==> src/rtl/pmp_pkg.sv <==
// pmp_pkg: shared PMP types, encodings and the access-size helper
package pmp_pkg;
  typedef enum logic [1:0] {OFF = 2'd0, TOR = 2'd1, NA4 = 2'd2, NAPOT = 2'd3} pmp_mode_e;
  typedef struct packed {
    logic      l;
    logic [1:0] rsvd;
    pmp_mode_e a;
    logic      x;
    logic      w;
    logic      r;
  } pmp_cfg_t;
  typedef enum logic [1:0] {READ = 2'd0, WRITE = 2'd1, EXEC = 2'd2} pmp_acc_e;
  typedef enum logic [1:0] {IDLE = 2'd0, SCAN = 2'd1, RESP = 2'd2} pmp_state_e;
  function automatic logic [2:0] size_span(input logic [1:0] size);
    return size == 2'd0 ? 3'd0 : size == 2'd1 ? 3'd1 : 3'd3;
  endfunction
endpackage

==> src/rtl/pmp_entry_match.sv <==
// pmp_entry_match: combinational span-vs-region match for one PMP entry
//  lo/hi: inclusive access span; mode: entry A field; addr/prev: pmpaddr[i]/pmpaddr[i-1]
//  full_hit: span inside region; partial_hit: span overlaps region without containment
//  PMP_NAPOT_EN: enables NA4/NAPOT regions, otherwise those modes never match
module pmp_entry_match
  import pmp_pkg::*;
#(
  parameter int ADDR_W = 32
) (
  input  logic [ADDR_W+1:0] lo,
  input  logic [ADDR_W+1:0] hi,
  input  logic [1:0]        mode,
  input  logic [ADDR_W-1:0] addr,
  input  logic [ADDR_W-1:0] prev,
  output logic              full_hit,
  output logic              partial_hit
);
  logic [ADDR_W+1:0] rlo, rhi, top;
  logic on;
`ifdef PMP_NAPOT_EN
  logic [ADDR_W-1:0] m;
  // m has ones over the trailing-ones run plus the next bit: the NAPOT size mask
  always_comb begin
    m = addr ^ (addr + ADDR_W'(1));
    top = {addr, 2'b00};
    rlo = mode == TOR ? {prev, 2'b00} : mode == NA4 ? {addr, 2'b00} : {addr & ~m, 2'b00};
    rhi = mode == TOR ? top - 1'b1 : mode == NA4 ? {addr, 2'b11} : {addr | m, 2'b11};
    on = mode != OFF && !(mode == TOR && rlo >= top);
    full_hit = on && lo >= rlo && hi <= rhi;
    partial_hit = on && !full_hit && lo <= rhi && hi >= rlo;
  end
`else
  always_comb begin
    top = {addr, 2'b00};
    rlo = {prev, 2'b00};
    rhi = top - 1'b1;
    on = mode == TOR && rlo < top;
    full_hit = on && lo >= rlo && hi <= rhi;
    partial_hit = on && !full_hit && lo <= rhi && hi >= rlo;
  end
`endif
endmodule

==> config.mk <==
export PLATFORM = sky130hd
export DESIGN_NAME = pmp_entry_match
export DESIGN_NICKNAME = d
export VERILOG_FILES = /design/src/rtl/pmp_pkg.sv /design/src/rtl/pmp_entry_match.sv
export SDC_FILE = /design/constraint.sdc
export NUM_CORES = 1
export LEC_CHECK = 0
export BUFFER_PORTS_ARGS = -buffer_cell sky130_fd_sc_hd__buf_2
export CELL_PAD_IN_SITES_DETAIL_PLACEMENT = 0
export CELL_PAD_IN_SITES_GLOBAL_PLACEMENT = 1
export CORE_MARGIN = 5
export CORE_UTILIZATION = 39
export DETAILED_ROUTE_END_ITERATION = 10
export GPL_TIMING_DRIVEN = 0
export PLACE_DENSITY = 0.85
export SYNTH_ARGS = -nofsm -noshare
export SYNTH_HDL_FRONTEND = slang
export SYNTH_SLANG_ARGS = --single-unit
==> constraint.sdc <==
create_clock -name vclk -period 3.9
set_input_delay 0 -clock vclk [all_inputs]
set_output_delay 0 -clock vclk [all_outputs]
set_load 0.05 [all_outputs]
==> results.cfg <==
[synth]
synth_top_family_by_area = adder cells
yosysWarningCount = 0
syn_area_sq_um = 4280
yosys.area_share.simple_pct = 20.9
synth_common_cells = ha_1 (158), inv_1 (73), a21oi_1 (47)
synth_most_common_cell = ha_1
yosys.area.top_type = ha_1
synth-xor-area-share_pct = 5.73
synth_compound_area_share_pct = 20.3
muxShareOfSynthArea_pct = 0.234
synthTopCellsByArea = ha_1 (46%), inv_1 (6.4%), xnor2_1 (5.7%), a21oi_1 (5.5%), a21o_1 (4.9%)
yosysTopAreaCellShare_pct = 46.2
synthesis.nets = 845
synthAdderAreaFrac_pct = 46.4
syn_area_per_cell_sq_um = 7.74
ys_types = 49
ys_seq_area_share_pct = 0
postSynthCellCount = 553

[route]
drtAntennaViolNets = 0
drc = 0
wl_per_cell_um = 16.3
drt_iter0_drc = 133
vias = 4575
wl_mm = 13.6
drtPass1Iterations = 4
vias_per_cell = 5.50

[finish]
nets = 986
multiInputGateArea_sq_um = 4050
num-clock-buffers = 0
final_area_sq_um = 5210
syn2layout_area_growth_pct = 21.6
n_sequential_cell = 0
antennaDiodeCount = 0
drive_gt1_share_pct = 23.1
seqCellArea_sq_um = 0
fill_cells = 1106

[placement]
gp_congestion = 0.884
io_buffer_count = 136
dpl.hpwl_mm = 12.7
dp_slack_ns = -0.0511
place_area_sq_um = 5140

[min_path]
hold_depth = 4
hold_end = partial_hit
hp-class = in -> out
hold_path.startpoint = lo[20]

[die]
die_x_um = 115
ioPinCount = 136
rows = 38
core_area_sq_um = 10800
start_util_pct = 39.7
die_y_um = 115
die_area_sq_um = 13200

[run]
max-cap-violations = 0

[setup_path]
arrival_ns = 3.69
critPathLaunchType = primary input
critPathSlowestCell = or3_4
endpoint_kind = output pin
max_stage_delay_ns = 0.45
cp.required_ns = 3.90
setup.worst_path.class = in -> out
path_cells = buf_2, nor4_4, nand3_2, or3_4, and2_2, ha_1, and4_1, nand4_1, nor2_1, o221ai_1, a21o_1, maj3_1, o211a_1, nor4_2, buf_4
critical_path.max_fanout = 5

[timing]
fmax_ghz = 0.271
finalSetupViolations = 0
rsz0062_at_grt = false
fin_ws_ns = 0.212
fin_crit_ns = 3.69
hold_viol = 0
worst_slew_pin_slew_ns = 0.641
slew_headroom_pct = 56.7
slew_viol_final = 0
fin_crit_sh_pct = 94.6

[power]
ir_worst_vdd_mv = 0.0425
p_leak_nw = 2.84
p_per_area_nw_per_um2 = 101

[global_route]
antenna_found_initial = 0
grt_pass1_wl_mm = 21.7
grt_pass1_vias = 4697
grt_remaining_overflow = 0
grt_max_degree = 6
track_usage_pct = 19.9

[clock_tree]
ctsHoldBuffers = 0

[run_status]
outcome = completed
## cells in the final DEF, fill, tap and decap left out, drive strengths merged
master,synthesis,routed
and3,2,2
nand2b,3,3
maj3,1,1
o21a,2,2
a221oi,3,3
buf,0,139
a31o,1,1
o41ai,1,1
o211a,1,1
xnor2,28,28
or2,2,2
o22a,1,1
a2111oi,2,2
o21ai,28,28
nand2,29,29
mux2i,1,1
o31ai,1,1
a211oi,5,5
o21bai,1,1
nor4,10,10
nor2b,10,10
inv,73,73
nor4b,3,3
a21oi,47,47
a221o,3,3
and4,4,4
a311oi,1,1
ha,158,158
nand4,27,27
a311o,1,1
or3,1,1
and2,3,3
nor2,29,29
a21o,28,28
nand3,14,14
nor3,17,17
o221ai,2,2
o211ai,7,7
a31oi,3,3
## worst max path at each step
stage / start / to / slack [ns] / cells past startpoint
2_1_floorplan: addr[2] / partial_hit / 0.27 / 14
3_3_place_gp: addr[2] / partial_hit / 0.008 / 16
3_5_place_dp: addr[6] / partial_hit / -0.05 / 15
4_1_cts: addr[2] / partial_hit / 0.007 / 16
5_1_grt: addr[6] / full_hit / 0.03 / 16
6_report: addr[6] / partial_hit / 0.21 / 15
## cell type report
cell class | count | area share, %
multi-input combinational | 480 | 77.8
timing repair buffer | 139 | 13.6
inverter | 73 | 5.26
tap | 140 | 3.36
## power by group
part | leakage [nW] | switching (mW) | internal, mW
combinational | 2.84 | 0.291 | 0.236
sequential | 0 | 0 | 0
clock | 0 | 0 | 0
## logic make-up (layout without fill, tap and decap cells)
logic type | Yosys count | count (layout)
AND/OR/NAND/NOR | 154 | 154
AO/OA/AOI/OAI | 138 | 138
buffers and inverters | 73 | 212
XOR/XNOR | 28 | 28
multiplexers | 1 | 1
adder cells (fa/ha/maj) | 159 | 159
## stage by stage
step	utilization (%)	std cells	hold slack, ns	setup TNS (ns)	total power [mW]
5_1_grt	48.2	832	0.612	0	0.604
2_1_floorplan	-	553	0.271	0	0.311
3_3_place_gp	47.6	829	0.585	0	0.498
4_1_cts	47.7	829	0.586	0	0.522
3_5_place_dp	47.6	829	0.579	-0.0511	0.518
6_report	48.2	832	0.566	0	0.526
## per-layer routing
layer / global-route usage [%] / up-vias / share of wire, %
li1: - / 2342 / -
met1: 26.3 / 2073 / 45
met2: 35.9 / 140 / 46
met3: 1.11 / 20 / 6.3
met4: 3.76 / 0 / 2.2
met5: 0 / - / 0
## what timing repair did
item                       4_1_cts  5_1_grt
resized for setup                2       10
pin swaps                        0        2
setup endpoints to repair        2        2
setup buffers                    0        3
hold endpoints to repair         0        0
## worst max-delay path: cells and delay by family
family,cells,cell delay [ns]
simple gates,8,2.08
buf+inv,2,0.40
fa+ha+maj,2,0.66
compound gates,3,0.53
Power figures use the tool's default switching activity.
